**src/rtl/sap1_ctrl_seq.sv**
```systemverilog
// sap1_ctrl_seq
//   Control sequencer for the SAP-1 datapath. A T-state machine walks the
//   fetch cycle (T1..T3) and then the execute cycle (T4..T6, or T4..T7 for
//   ADD/SUB) selected by the IR opcode. Each cycle it emits the control word
//   that drives the PC, MAR, RAM, IR, accumulator, B register, add/sub unit
//   and output register.
//
//   ADD and SUB get a seventh T-state. The add/sub unit registers its result
//   in T6, and only in T7 is that result placed on the bus and loaded into
//   the accumulator.
//
// Ports
//   clk_i      clock, all state changes on the rising edge
//   rst_i      synchronous reset, active high, returns the FSM to IDLE
//   run_i      start request, only looked at in IDLE
//   opcode_i   IR opcode field, valid from T4 until the end of the next T3
//   pc_oe_o    Ep  PC drives bus
//   pc_inc_o   Cp  PC increments
//   mar_ld_o   Lm  MAR loads from bus
//   ram_oe_o   CE  RAM drives bus
//   ir_ld_o    Li  IR loads from bus
//   ir_oe_o    Ei  IR operand drives bus
//   acc_ld_o   La  accumulator loads from bus
//   acc_oe_o   Ea  accumulator drives bus
//   b_ld_o     Lb  B register loads from bus
//   sub_en_o   Su  add/sub unit selects subtract
//   alu_oe_o   Eu  add/sub result drives bus
//   out_ld_o   Lo  output register loads from bus
//   hlt_o      high while halted
//   tstate_o   one-hot T1..T7 (bit0 = T1), all zero in IDLE and HALT

module sap1_ctrl_seq #(
  parameter int               OPC_W  = 4,
  parameter logic [OPC_W-1:0] OP_LDA = 4'b0000,
  parameter logic [OPC_W-1:0] OP_ADD = 4'b0001,
  parameter logic [OPC_W-1:0] OP_SUB = 4'b0010,
  parameter logic [OPC_W-1:0] OP_OUT = 4'b1110,
  parameter logic [OPC_W-1:0] OP_HLT = 4'b1111
) (
  input  logic             clk_i,
  input  logic             rst_i,
  input  logic             run_i,
  input  logic [OPC_W-1:0] opcode_i,
  output logic             pc_oe_o,
  output logic             pc_inc_o,
  output logic             mar_ld_o,
  output logic             ram_oe_o,
  output logic             ir_ld_o,
  output logic             ir_oe_o,
  output logic             acc_ld_o,
  output logic             acc_oe_o,
  output logic             b_ld_o,
  output logic             sub_en_o,
  output logic             alu_oe_o,
  output logic             out_ld_o,
  output logic             hlt_o,
  output logic [6:0]       tstate_o
);

  typedef enum logic [3:0] {
    ST_IDLE = 4'd0,
    ST_T1   = 4'd1,
    ST_T2   = 4'd2,
    ST_T3   = 4'd3,
    ST_T4   = 4'd4,
    ST_T5   = 4'd5,
    ST_T6   = 4'd6,
    ST_T7   = 4'd7,
    ST_HALT = 4'd8
  } state_t;

  // Instruction class decoded from the opcode. Unknown opcodes are NOPs.
  typedef enum logic [2:0] {
    INS_NOP,
    INS_LDA,
    INS_ADD,
    INS_SUB,
    INS_OUT,
    INS_HLT
  } instr_t;

  state_t state_q;
  state_t state_d;
  instr_t instrClass;

  // Opcode classification. It is only meaningful from T4 on; fetch states
  // ignore it.
  always_comb begin
    instrClass = INS_NOP;
    if (opcode_i == OP_LDA) begin
      instrClass = INS_LDA;
    end else if (opcode_i == OP_ADD) begin
      instrClass = INS_ADD;
    end else if (opcode_i == OP_SUB) begin
      instrClass = INS_SUB;
    end else if (opcode_i == OP_OUT) begin
      instrClass = INS_OUT;
    end else if (opcode_i == OP_HLT) begin
      instrClass = INS_HLT;
    end
  end

  // Next-state logic. Fetch always runs T1..T3. HLT leaves T4 for HALT.
  // Only the two-operand ALU instructions take the T7 write-back slot.
  // After the first instruction there is no path back to IDLE except
  // through reset.
  always_comb begin
    state_d = state_q;
    unique case (state_q)
      ST_IDLE: state_d = run_i ? ST_T1 : ST_IDLE;
      ST_T1:   state_d = ST_T2;
      ST_T2:   state_d = ST_T3;
      ST_T3:   state_d = ST_T4;
      ST_T4:   state_d = (instrClass == INS_HLT) ? ST_HALT : ST_T5;
      ST_T5:   state_d = ST_T6;
      ST_T6:   state_d = (instrClass == INS_ADD || instrClass == INS_SUB)
                         ? ST_T7 : ST_T1;
      ST_T7:   state_d = ST_T1;
      ST_HALT: state_d = ST_HALT;
      default: state_d = ST_IDLE;
    endcase
  end

  // State register. Reset has priority over every transition, HALT included.
  always_ff @(posedge clk_i) begin
    if (rst_i) begin
      state_q <= ST_IDLE;
    end else begin
      state_q <= state_d;
    end
  end

  // Control word decode. Every strobe defaults low, so IDLE, HALT and the
  // idle execute slots produce no activity. The arms are written so that at
  // most one bus driver is asserted in any state.
  always_comb begin
    pc_oe_o  = 1'b0;
    pc_inc_o = 1'b0;
    mar_ld_o = 1'b0;
    ram_oe_o = 1'b0;
    ir_ld_o  = 1'b0;
    ir_oe_o  = 1'b0;
    acc_ld_o = 1'b0;
    acc_oe_o = 1'b0;
    b_ld_o   = 1'b0;
    sub_en_o = 1'b0;
    alu_oe_o = 1'b0;
    out_ld_o = 1'b0;
    hlt_o    = 1'b0;
    unique case (state_q)
      ST_T1: begin
        pc_oe_o  = 1'b1;
        mar_ld_o = 1'b1;
      end
      ST_T2: begin
        pc_inc_o = 1'b1;
      end
      ST_T3: begin
        ram_oe_o = 1'b1;
        ir_ld_o  = 1'b1;
      end
      ST_T4: begin
        unique case (instrClass)
          INS_LDA, INS_ADD, INS_SUB: begin
            ir_oe_o  = 1'b1;
            mar_ld_o = 1'b1;
          end
          INS_OUT: begin
            acc_oe_o = 1'b1;
            out_ld_o = 1'b1;
          end
          default: ;
        endcase
      end
      ST_T5: begin
        unique case (instrClass)
          INS_LDA: begin
            ram_oe_o = 1'b1;
            acc_ld_o = 1'b1;
          end
          INS_ADD, INS_SUB: begin
            ram_oe_o = 1'b1;
            b_ld_o   = 1'b1;
          end
          default: ;
        endcase
      end
      // The add/sub unit captures ACC op B here. Only the subtract select
      // matters in this cycle.
      ST_T6: begin
        sub_en_o = (instrClass == INS_SUB);
      end
      // Write-back of the registered ALU result. Subtract select is held so
      // the unit sees a stable mode across both cycles.
      ST_T7: begin
        alu_oe_o = 1'b1;
        acc_ld_o = 1'b1;
        sub_en_o = (instrClass == INS_SUB);
      end
      ST_HALT: begin
        hlt_o = 1'b1;
      end
      default: ;
    endcase
  end

  // One-hot T-state indicator for the front panel and for debug.
  always_comb begin
    tstate_o = 7'b0000000;
    unique case (state_q)
      ST_T1:   tstate_o = 7'b0000001;
      ST_T2:   tstate_o = 7'b0000010;
      ST_T3:   tstate_o = 7'b0000100;
      ST_T4:   tstate_o = 7'b0001000;
      ST_T5:   tstate_o = 7'b0010000;
      ST_T6:   tstate_o = 7'b0100000;
      ST_T7:   tstate_o = 7'b1000000;
      default: tstate_o = 7'b0000000;
    endcase
  end

endmodule

```
**config.mk**
```make
export PLATFORM = sky130hd
export DESIGN_NAME = sap1_ctrl_seq
export DESIGN_NICKNAME = d
export VERILOG_FILES = /design/src/rtl/sap1_ctrl_seq.sv
export SDC_FILE = /design/constraint.sdc
export NUM_CORES = 1
export LEC_CHECK = 0
export BUFFER_PORTS_ARGS = -buffer_cell sky130_fd_sc_hd__buf_2
export CORE_AREA = 2 2 39 41
export CTS_BUF_LIST = sky130_fd_sc_hd__clkbuf_4
export DETAILED_ROUTE_END_ITERATION = 8
export DIE_AREA = 0 0 41 43
export SYNTH_ARGS = -nofsm -noshare
export SYNTH_HDL_FRONTEND = slang
export SYNTH_SLANG_ARGS = --single-unit
```
**constraint.sdc**
```tcl
create_clock -name clk_i -period 3.5 [get_ports clk_i]
set_input_delay 0.7 -clock clk_i [delete_from_list [all_inputs] [get_ports clk_i]]
set_output_delay 0.7 -clock clk_i [all_outputs]
set_load 0.02 [all_outputs]
```
Yosys cells after proc, flatten, opt, wreduce, memory -nomap -nowiden
Cells that the tools add are included.
Word-level totals
  register bits after elaboration: 4
  bits of input ports: 7
  output and inout port bits: 20
  logic and storage cells: 50
Operators by class
  equal/unequal tests: 17
  multiplexer cells: 26
  reduce and logical (&&, ||, !) cells: 6
Operator list (count)
  case mux 7 bit (7 select lines): 1
  case mux 4 bit (9 select lines): 1
  two-way mux 3 bit: 6
  == test 4 x 3 -> 1 bit (second input constant): 4
  two-way mux 1 bit: 14
  == test 4 x 2 -> 1 bit (second input constant): 3
  == test 4 bit (second input constant): 3
  == test 4 x 1 -> 1 bit (second input constant): 2
  zero test 4 bit: 2
  == test 3 x 2 -> 1 bit (second input constant): 2
  == test 3 bit (second input constant): 2
  case mux 1 bit (2 select lines): 3
  two-way mux 4 bit: 1
  OR reduction 2 bit: 2
  == test 3 x 1 -> 1 bit (second input constant): 1
  OR reduction 3 bit: 1
  logical OR 1 bit: 1

Logic depth before layout (Yosys ltp)
  depth after elaboration: 10
  depth in mapped cells: 5
  depth with buffers taken out: 3

Worst setup path after synthesis
Ideal clock, no wire load.
  kind: reg2out
  from: register state_q[1]
  to: output tstate_o[1]
  arrival time: 1.556 ns
  data required time: 2.800 ns
  path slack: 1.244 ns
  cell stages (with the launch flop): 5
  path through: dfxtp_1 -> buf_2 -> nor2b_1 -> nor3b_1 -> buf_4
Between the ends
  word-level cells in the longest chain between the ends: 2
RTL lines
  start: declaration: RTL line 82  | state_t state_q;
  start signal: assignment: RTL line 129  | state_q <= state_d;
  == test 4 x 3 -> 1 bit, or another cell as far along: RTL line 210  | unique case (state_q)
  case mux 7 bit (7 select lines) (*): RTL line 210
  end: declaration: RTL line 57  | output logic [6:0] tstate_o
Every way passes the cells marked *; elsewhere a longest branch is shown, timed or not.

Worst setup path after layout
  from: register state_q[2]
  to: output mar_ld_o
Between the ends
  word-level cells in the longest chain between the ends: 2
RTL lines
  == test 4 x 3 -> 1 bit or == test 4 x 1 -> 1 bit (tied branches): RTL line 150  | unique case (state_q)
  case mux 1 bit (2 select lines) (*): RTL line 150
  end: declaration: RTL line 46  | output logic mar_ld_o,
Marks and branches as above.

==> results.md <==
* Die ar. at 0.001763 mm^2
* Total Nets Final at 91
* Setup crit start kind: register
* Total GRT Usage at 13.25%
* CTS Hold Bufs at 0
* Share of cells above drive strength 1 at 39.02%
* Rows at 14
* Crit Path Class: reg -> out
* Regs by FF count: state_q x4
* Detailed-router iteration count before antenna repair at 4
* Global-route wire length before repair at 1587 um
* Static Leak at 0.2865 nW
* Routed wire length per instance at 10.83 um
* CTS resizes at 0
* Worst-Margin Slew at 443.4 ps
* Hold slack at 647.7 ps
* Num ports at 27
* Unrepaired setup endpoints after global routing: false
* Clk sink count at 4
* Hpwl dp at 847.5 um
* DR vias/cell at 4.745
* Final min period at 2366 ps
* Reg with most FFs: state_q
* Final setup violating endpoints at 0
* Largest net degree at the start of global routing at 14
* Max reg flops at 4
* Slew Limit Headroom at 70.40%
* Initial Utilization at 31.01%
* Chip height at 43 um
* DRC Markers at 0
* Antenna Diode Count at 0
* Final wirelength at 1061 um
* Top cells by area, synth: dfxtp_1, nor3_1, nor4b_4
* ANT nets after route at 0
* Async S/R FF share, synth at 0%
* Reg2Reg Launch Point: state_q[2]
* Final Skew at 2.735 ps
* Clk pin slew, worst setup/hold paths at 40 ps
* Top_reg_cell synth: dfxtp_1
* Cell taking the most area after synthesis: dfxtp_1
* Netlist cell types at 28
* Setup crit start: state_q[2]
* # H-tree levels at 1
* Core Area at 0.001384 mm^2
* Routed vias at 465
* Cts bufs inserted at 3
* Maxcap violations at 0
* Syn Area/Cell at 7.153 um^2
* Total gr overflow at 0
* Worst VDD drop at 0.0001638 V
* PwrDens at 303.7 mW/mm^2
* Status: finished clean
* Synth warn at 0
* Max Clk Rate at 422.7 MHz
* Clk root buf: clkbuf_4
* Area delta synth->final at 28.86%
* Hold_sp: state_q[0]
* Post-synth EDFFs at 0
* Crit Path Max Fanout at 13
* Synthesized net count at 67
* Final Core Density at 39.96%
* Final period utilization at 67.60%
* Port Buf Inserts at 26
* Top-area cell type share of the netlist area at 18.66%
* Maximum buffer depth of the clock tree at 2
* Initial antenna violation count at 0
* Synth top cells by count: nor2_1, nor3_1, nand2_1
* Routability cong. at 0.7131
* Register bit total from synthesis at 4
* Final Hold Vio Count at 0
* Sequential area share after synthesis at 18.66%
* Setup Buffers After CTS at 0
* Vias in the first global route at 369
* Slew Limit Fails at 0
* Data required time at the worst endpoint at 2800 ps
* Clock Latency Late Sink at 230 ps
* Mapped Area at 429.2 um^2
* Worst min path class: reg -> reg
* TritonCTS clock tree: done
* Die W at 41 um
* Post-synthesis cell count at 60
* Setup TNS at 0 ps
* Worst Path Arrival at 1670 ps
* CP Capture Type: output pin
* Initial drt markers at 6
worst max-delay path, cell delays in order, from the launching register on:
cell and delay [ps]:
dfxtp_1 580, nor4b_4 380, and3_1 220, or2_1 90
buf_2 150
where the power goes:
group / switching (mW) / internal, mW / total [mW]
Combinational: 0.0316 / 0.0216 / 0.0532
Clock: 0.0178 / 0.0383 / 0.0561
Sequential: 0.00969 / 0.0490 / 0.0587
layer usage:
metal / up-vias / wire length, um / track usage, %
met3: 0 / 98 / 7.853
met2: 21 / 459 / 17.50
met1: 192 / 503 / 18.65
met5: - / 0 / 0
li1: 252 / - / -
met4: 0 / 0 / 2.000
cell type report:
class / instances / area, um^2
fillers: 167 / 830.8
multi-input cells: 47 / 292.8
repair buffers: 26 / 130.1
flip-flops and latches: 4 / 80.08
clock buffers: 3 / 22.52
well taps: 16 / 20.02
inverters: 2 / 7.507
path summary, 6_finish.rpt:
path                      to  slack, ps  cells past startpoint
setup / recovery    mar_ld_o       1130                      4
hold reg to reg   state_q[2]        650                      2
setup reg to reg  state_q[2]       2140                      3
hold / removal    state_q[2]        650                      2
kinds of logic after synthesis:
family / after synthesis / synth area share [%]
xor gates and xnor gates: 2 / 4.082
DFF: 4 / 18.66
AOI/OAI and AO/OA: 10 / 14.58
buffers and inverters: 9 / 13.12
and+or+nand+nor: 35 / 49.57
stage by stage:
step	instance area, um^2	std cells	setup WS (ps)	total power, mW
after floorplan	429.2	60	1244	0.09967
after detailed placement	530.5	95	1276	0.1127
after global placement	530.5	95	1267	0.1123
after CTS	553.0	98	1116	0.1717
final	553.0	98	1134	0.1679
after global routing	553.0	98	1020	0.1822
cell usage in the layout (no fill, tap or decap), drive strengths merged:
cell type  Yosys  layout
a21oi          3       3
a31o           1       1
a31oi          2       2
and2           1       1
and3           2       2
and4bb         1       1
buf            7      26
clkbuf         0       3
dfxtp          4       4
inv            2       2
nand2          5       5
nand2b         2       2
nand3          3       3
nand3b         1       1
nor2           6       6
nor2b          3       3
nor3           7       7
nor3b          1       1
nor4           1       1
nor4b          1       1
o21ai          2       2
o21bai         1       1
o221ai         1       1
or2            1       1
xor2           2       2
Note: power is estimated with default switching activity, not from simulation.
